$ cat config.mk
export PLATFORM = sky130hd
export DESIGN_NAME = jedro_1_rf_wb_ctrl
export DESIGN_NICKNAME = d
export VERILOG_FILES = /design/src/rtl/jedro_1_rf_pkg.sv /design/src/rtl/jedro_1_rf_scoreboard.sv /design/src/rtl/jedro_1_rf_wb_ctrl.sv
export SDC_FILE = /design/constraint.sdc
export NUM_CORES = 1
export LEC_CHECK = 0
export ABC_AREA = 1
export CAP_MARGIN = 15
export CORE_MARGIN = 4
export CORE_UTILIZATION = 49
export DETAILED_ROUTE_END_ITERATION = 10
export GPL_ROUTABILITY_DRIVEN = 0
export GPL_TIMING_DRIVEN = 0
export PLACE_DENSITY = 0.86
export SYNTH_ARGS = -nofsm -noshare
export SYNTH_HDL_FRONTEND = slang
export SYNTH_SLANG_ARGS = --single-unit
$ cat constraint.sdc
create_clock -name clk_i -period 3.3 [get_ports clk_i]
set_input_delay 0.99 -clock clk_i [delete_from_list [all_inputs] [get_ports clk_i]]
set_output_delay 0.99 -clock clk_i [all_outputs]
set_load 0.02 [all_outputs]
$ cat src/rtl/jedro_1_rf_pkg.sv
// Shared definitions for the register-file writeback controller.
//   RF_DATA_WIDTH      default register data width
//   RF_REG_ADDR_WIDTH  default register address width
//   RF_NUM_REGISTERS   number of architectural registers (x0-x31)
//   wb_src_e           identifies a writeback requester (used for round-robin state)
package jedro_1_rf_pkg;

  localparam int unsigned RF_DATA_WIDTH     = 32;
  localparam int unsigned RF_REG_ADDR_WIDTH = 5;
  localparam int unsigned RF_NUM_REGISTERS  = 2 ** RF_REG_ADDR_WIDTH;

  typedef enum logic {
    WB_ALU = 1'b0,
    WB_LSU = 1'b1
  } wb_src_e;

endpackage

$ cat src/rtl/jedro_1_rf_scoreboard.sv
// Pending-write scoreboard for the integer register file.
//   clk_i, rstn_i        clock, asynchronous active-low reset
//   issue_valid_i        decode wants to issue
//   issue_rs1_i/rs2_i    source registers of the issuing instruction
//   issue_rd_i           destination register (0 = no writeback)
//   clr_valid_i          a writeback was accepted this cycle
//   clr_addr_i           destination register of that writeback
//   issue_stall_o        issue blocked by a RAW/WAW hazard
//   pending_o            one bit per register with an outstanding write (bit 0 always 0)
module jedro_1_rf_scoreboard
  import jedro_1_rf_pkg::*;
#(
  parameter int unsigned REG_ADDR_WIDTH = RF_REG_ADDR_WIDTH
) (
  input  logic                           clk_i,
  input  logic                           rstn_i,
  input  logic                           issue_valid_i,
  input  logic [REG_ADDR_WIDTH-1:0]      issue_rs1_i,
  input  logic [REG_ADDR_WIDTH-1:0]      issue_rs2_i,
  input  logic [REG_ADDR_WIDTH-1:0]      issue_rd_i,
  input  logic                           clr_valid_i,
  input  logic [REG_ADDR_WIDTH-1:0]      clr_addr_i,
  output logic                           issue_stall_o,
  output logic [2**REG_ADDR_WIDTH-1:0]   pending_o
);

  localparam int unsigned NumRegs = 2 ** REG_ADDR_WIDTH;

  logic [NumRegs-1:0] pending_q, pending_d;
  logic               issue_fire;

  // Hazard check uses only the registered vector: a clear in this cycle is not bypassed.
  always_comb begin
    issue_stall_o = issue_valid_i &
                    (pending_q[issue_rs1_i] | pending_q[issue_rs2_i] | pending_q[issue_rd_i]);
  end

  assign issue_fire = issue_valid_i & ~issue_stall_o & (issue_rd_i != '0);

  always_comb begin
    pending_d = pending_q;
    if (clr_valid_i) begin
      pending_d[clr_addr_i] = 1'b0;
    end
    // Applied after the clear so a same-cycle set on the same register wins.
    if (issue_fire) begin
      pending_d[issue_rd_i] = 1'b1;
    end
    pending_d[0] = 1'b0;
  end

  always_ff @(posedge clk_i or negedge rstn_i) begin
    if (!rstn_i) begin
      pending_q <= '0;
    end else begin
      pending_q <= pending_d;
    end
  end

  assign pending_o = pending_q;

endmodule

$ cat src/rtl/jedro_1_rf_wb_ctrl.sv
// Register-file write port C controller.
// Round-robin arbitration between ALU and LSU writeback, a registered write port,
// and a pending-write scoreboard for decode hazard stalls.
//   clk_i, rstn_i                  clock, asynchronous active-low reset
//   alu_valid_i/addr_i/data_i      ALU writeback request; alu_ready_o = accepted
//   lsu_valid_i/addr_i/data_i      LSU writeback request; lsu_ready_o = accepted
//   issue_valid_i, issue_rs1_i,
//   issue_rs2_i, issue_rd_i        decode issue request
//   issue_stall_o                  issue blocked by hazard
//   pending_o                      scoreboard vector
//   wpc_addr_o/data_o/we_o         register file write port (one cycle after accept)
module jedro_1_rf_wb_ctrl
  import jedro_1_rf_pkg::*;
#(
  parameter int unsigned DATA_WIDTH     = RF_DATA_WIDTH,
  parameter int unsigned REG_ADDR_WIDTH = RF_REG_ADDR_WIDTH
) (
  input  logic                           clk_i,
  input  logic                           rstn_i,
  input  logic                           alu_valid_i,
  output logic                           alu_ready_o,
  input  logic [REG_ADDR_WIDTH-1:0]      alu_addr_i,
  input  logic [DATA_WIDTH-1:0]          alu_data_i,
  input  logic                           lsu_valid_i,
  output logic                           lsu_ready_o,
  input  logic [REG_ADDR_WIDTH-1:0]      lsu_addr_i,
  input  logic [DATA_WIDTH-1:0]          lsu_data_i,
  input  logic                           issue_valid_i,
  input  logic [REG_ADDR_WIDTH-1:0]      issue_rs1_i,
  input  logic [REG_ADDR_WIDTH-1:0]      issue_rs2_i,
  input  logic [REG_ADDR_WIDTH-1:0]      issue_rd_i,
  output logic                           issue_stall_o,
  output logic [2**REG_ADDR_WIDTH-1:0]   pending_o,
  output logic [REG_ADDR_WIDTH-1:0]      wpc_addr_o,
  output logic [DATA_WIDTH-1:0]          wpc_data_o,
  output logic                           wpc_we_o
);

  wb_src_e                   last_grant_q, last_grant_d;
  logic                      grant_alu, grant_lsu;
  logic                      wb_accept;
  logic [REG_ADDR_WIDTH-1:0] wb_addr;
  logic [DATA_WIDTH-1:0]     wb_data;

  logic                      we_q, we_d;
  logic [REG_ADDR_WIDTH-1:0] addr_q, addr_d;
  logic [DATA_WIDTH-1:0]     data_q, data_d;

  // Round robin: on a tie the requester that did not win last time is granted.
  always_comb begin
    grant_alu = alu_valid_i & (~lsu_valid_i | (last_grant_q == WB_LSU));
    grant_lsu = lsu_valid_i & (~alu_valid_i | (last_grant_q == WB_ALU));
  end

  // Readies are masked while in reset: the write-port flops cannot capture then,
  // so signalling acceptance would silently drop the write.
  assign alu_ready_o = rstn_i & grant_alu;
  assign lsu_ready_o = rstn_i & grant_lsu;
  assign wb_accept   = alu_ready_o | lsu_ready_o;

  always_comb begin
    wb_addr = alu_ready_o ? alu_addr_i : lsu_addr_i;
    wb_data = alu_ready_o ? alu_data_i : lsu_data_i;
  end

  always_comb begin
    last_grant_d = last_grant_q;
    we_d         = 1'b0;
    addr_d       = addr_q;
    data_d       = data_q;
    if (wb_accept) begin
      last_grant_d = alu_ready_o ? WB_ALU : WB_LSU;
      // x0 writes are accepted and consume a grant but never reach the register file.
      we_d         = (wb_addr != '0);
      addr_d       = wb_addr;
      data_d       = wb_data;
    end
  end

  always_ff @(posedge clk_i or negedge rstn_i) begin
    if (!rstn_i) begin
      last_grant_q <= WB_LSU;
      we_q         <= 1'b0;
      addr_q       <= '0;
      data_q       <= '0;
    end else begin
      last_grant_q <= last_grant_d;
      we_q         <= we_d;
      addr_q       <= addr_d;
      data_q       <= data_d;
    end
  end

  assign wpc_we_o   = we_q;
  assign wpc_addr_o = addr_q;
  assign wpc_data_o = data_q;

  jedro_1_rf_scoreboard #(
    .REG_ADDR_WIDTH (REG_ADDR_WIDTH)
  ) u_scoreboard (
    .clk_i         (clk_i),
    .rstn_i        (rstn_i),
    .issue_valid_i (issue_valid_i),
    .issue_rs1_i   (issue_rs1_i),
    .issue_rs2_i   (issue_rs2_i),
    .issue_rd_i    (issue_rd_i),
    .clr_valid_i   (wb_accept),
    .clr_addr_i    (wb_addr),
    .issue_stall_o (issue_stall_o),
    .pending_o     (pending_o)
  );

endmodule

==> impl_metrics.csv <==
group,metric,value,unit
outcome,status,"finished, final reports clean",
floorplanning,num_rows,34,
global_routing,antenna_found_initial,0,
power,p_seq_share,35.8,%
placed_design,dp.cells,927,
cts,cts_root_buffer,"clkbuf_8",
critical_path,ff2ff_path_depth,9,
detailed_routing,drt-initial-drc-count,500,
final_layout,area_growth,47.60,%
placed_design,hpwl,12430,um
cts,cts_sinks,70,
sta,rsz0062_at_grt,"yes",
global_routing,use_met3,8.271,%
yosys,postSynthAreaPerCell,6.811,um^2
global_routing,grt.met2_usage,52.38,%
sta,hold_viol,0,
sta,setup_slack,0.04527,ns
global_routing,grt_pass1_vias,5513,
final_layout,fin_cells,950,
detailed_routing,routed_wl,16310,um
critical_path,crit_type,"primary input to output port",
power,pwr-share-comb,45.5,%
critical_path,end_kind,"output port",
sta,fin_crit_sh,98.63,%
floorplanning,initial_core_util,50.90,%
power,power.switching,1.410,mW
placed_design,port_buffers,161,
detailed_routing,vias_per_cell,5.691,
placed_design,dpl_cell_area,6226,um^2
global_routing,grt_use_met1,33.24,%
min_path,holdCritPathClass,"register to register",
global_routing,grt_pass1_wl,26380,um
cts,insertion_delay,0.35,ns
yosys,syn-num-nets,752,
sta,drv_slew,0,
floorplanning,core-area,8806,um^2
global_routing,grt_usage,29.71,%
global_routing,busiest_layer,"met2",
critical_path,critPathLaunchType,"primary input",
final_layout,num_antenna_cells,0,
yosys,ys_top_cells_by_area,"dfrtp_1 (39%), nand2_1 (14%), nand3_1 (7.0%), nor2_1 (6.3%), o21ai_0 (5.5%)",
yosys,synth-seq-area-share,39.11,%
floorplanning,die_h,103.6,um
detailed_routing,drc_errors,0,
floorplanning,die_area,10740,um^2
global_routing,grt_max_degree,73,
critical_path,worstPathRequired,2.31,ns
yosys,ys_seq_elements,70,
yosys,syn_inst,658,
power,power.density,524.9,nW/um^2
power,intPower,2.062,mW
min_path,hold_path_depth,2,
sta,skew,0.01044,ns
placed_design,dp_slack,-1.088,ns
yosys,synthesis.area,4482,um^2
yosys,yosys_warnings,0,
yosys,yosysTopAreaCellShare,38.53,%
floorplanning,io_pins,167,
yosys,netlist.top_cell.by_area,"dfrtp_1",
run,cap_viol_max_count,0,
power,peakVddDrop,0.3102,mV
critical_path,cp_max_fo,7,
global_routing,overflow,0,
critical_path,cp.arrival,2.26,ns
cts,cts_tree,"yes",
power,totalPowerFinal,3.472,mW
floorplanning,die_w,103.6,um
sta,hold_slack,0.4918,ns
power,clockPowerShare,18.7,%
cts,cts_made_buffers,9,
detailed_routing,ant_nets,0,
final_layout,drive_gt1_share,13.06,%
power,power_switching_share,40.60,%
cts,h-tree-depth,3,
sta,min_period,3.255,ns
power,leakage,3.080,nW
yosys,yosysUniqueCellTypes,33,
detailed_routing,wl_per_cell,17.16,um
cts,hold_buffers,0,
cts,clk_pin_slew,0.08,ns
sta,setup_violations,0,
sta,fmax,307.2,MHz
detailed_routing,vias,5406,
final_layout,nFillCells,658,
final_layout,final_area,6615,um^2
final_layout,layout.nets,931,
detailed_routing,firstDrtPassIters,5,
cts,clock_path_buffers,2,
## cell families after synthesis
group                  synth area share, %
AO/OA/AOI/OAI                        15.08
other                              0.08367
flip-flops                           39.11
buffers and inverters                11.36
AND/OR/NAND/NOR                      34.37
## metal layers
layer | up-vias | wire (um)
li1 | 2513 | -
met3 | 50 | 1685
met4 | 0 | 489
met2 | 329 | 8134
met1 | 2514 | 5995
met5 | - | 0
## cell type report
type	instances	area (um^2)	share of cell area, %
multi-input combinational	483	2337	35.33
sequential	70	1753	26.50
timing repair buffer	169	1674	25.31
inverter	69	272.8	4.123
buffer	35	257.7	3.896
clock buffer	11	151.4	2.289
tap	108	135.1	2.043
clock inverter	5	33.78	0.5107
## timing repair
| action | in CTS | in global routing |
|---|---|---|
| setup endpoints to repair | 3 | 2 |
| setup buffers | 6 | 1 |
| pin swaps | 2 | 10 |
| gates cloned | 0 | 1 |
| resized for setup | 57 | 29 |
## sequential cells by signal, summed over array words and instances, names as in the netlist
| name | cells |
|---|---|
| wpc_addr_o | 5 |
| last_grant_q | 1 |
| wpc_data_o | 32 |
| u_scoreboard.pending_o | 31 |
| wpc_we_o | 1 |
## per-stage QoR
step,TNS [ns],util (%)
floorplan,0,-
global placement,-232.17,70.73
detailed placement,-7.217,70.70
CTS,0,74.11
global route,-0.02897,75.12
finish,0,75.12
## power groups by stage
stage / clock [mW] / sequential, mW / combinational, mW
CTS: 0.649 / 1.24 / 1.55
global placement: 0 / 1.24 / 1.50
detailed placement: 0 / 1.25 / 1.52
floorplan: 0 / 1.45 / 0.554
global route: 0.685 / 1.27 / 1.70
finish: 0.648 / 1.24 / 1.58
## layout by cell type, fill, tap and decap left out, drive strengths merged, types with 4 or more instances in the layout
cell,instances
nand4,31
nand2,172
clkbuf,28
a22oi,4
clkdlybuf4s50,148
nor2,80
nor3,7
buf,34
a21oi,41
inv,66
dfrtp,69
clkinv,5
o21ai,73
nand3,64
## critical path, cell delays in order
cell and delay [ns]:
buf_4 0.16, nor2_4 0.24, a22oi_1 0.13, nand2_1 0.11
nand2_2 0.07, nand2_1 0.09, inv_1 0.04, nand2_1 0.10
nor2_4 0.05, a21boi_2 0.16, buf_6 0.14
## synthesized netlist by cell type, drive strengths merged
cell,count
clkbuf,14
or2,2
o211ai,2
inv,67
clkinv,2
o21bai,2
buf,22
dfstp,1
nand3,64
a21oi,41
a22oi,4
conb,1
a21boi,1
nand4,31
o22ai,3
nor3,7
nor2,80
nand2,172
dfrtp,69
o21ai,73
## path summary, 6_finish.rpt
path,startpoint,to,slack [ns]
setup / recovery,issue_rd_i[1],issue_stall_o,0.05
hold / removal,wpc_data_o[0]$_DFFE_PN0N_,wpc_data_o[0]$_DFFE_PN0N_,0.49
setup reg to reg,last_grant_q$_DFFE_PN1N_,u_scoreboard.pending_o[22]$_DFF_PN0_,1.03
hold reg to reg,wpc_data_o[0]$_DFFE_PN0N_,wpc_data_o[0]$_DFFE_PN0N_,0.49
max in group asynchronous,rstn_i,last_grant_q$_DFFE_PN1N_,2.44
min in group asynchronous,rstn_i,wpc_data_o[29]$_DFFE_PN0N_,0.52
No activity file was read; power rests on OpenSTA's default activity.
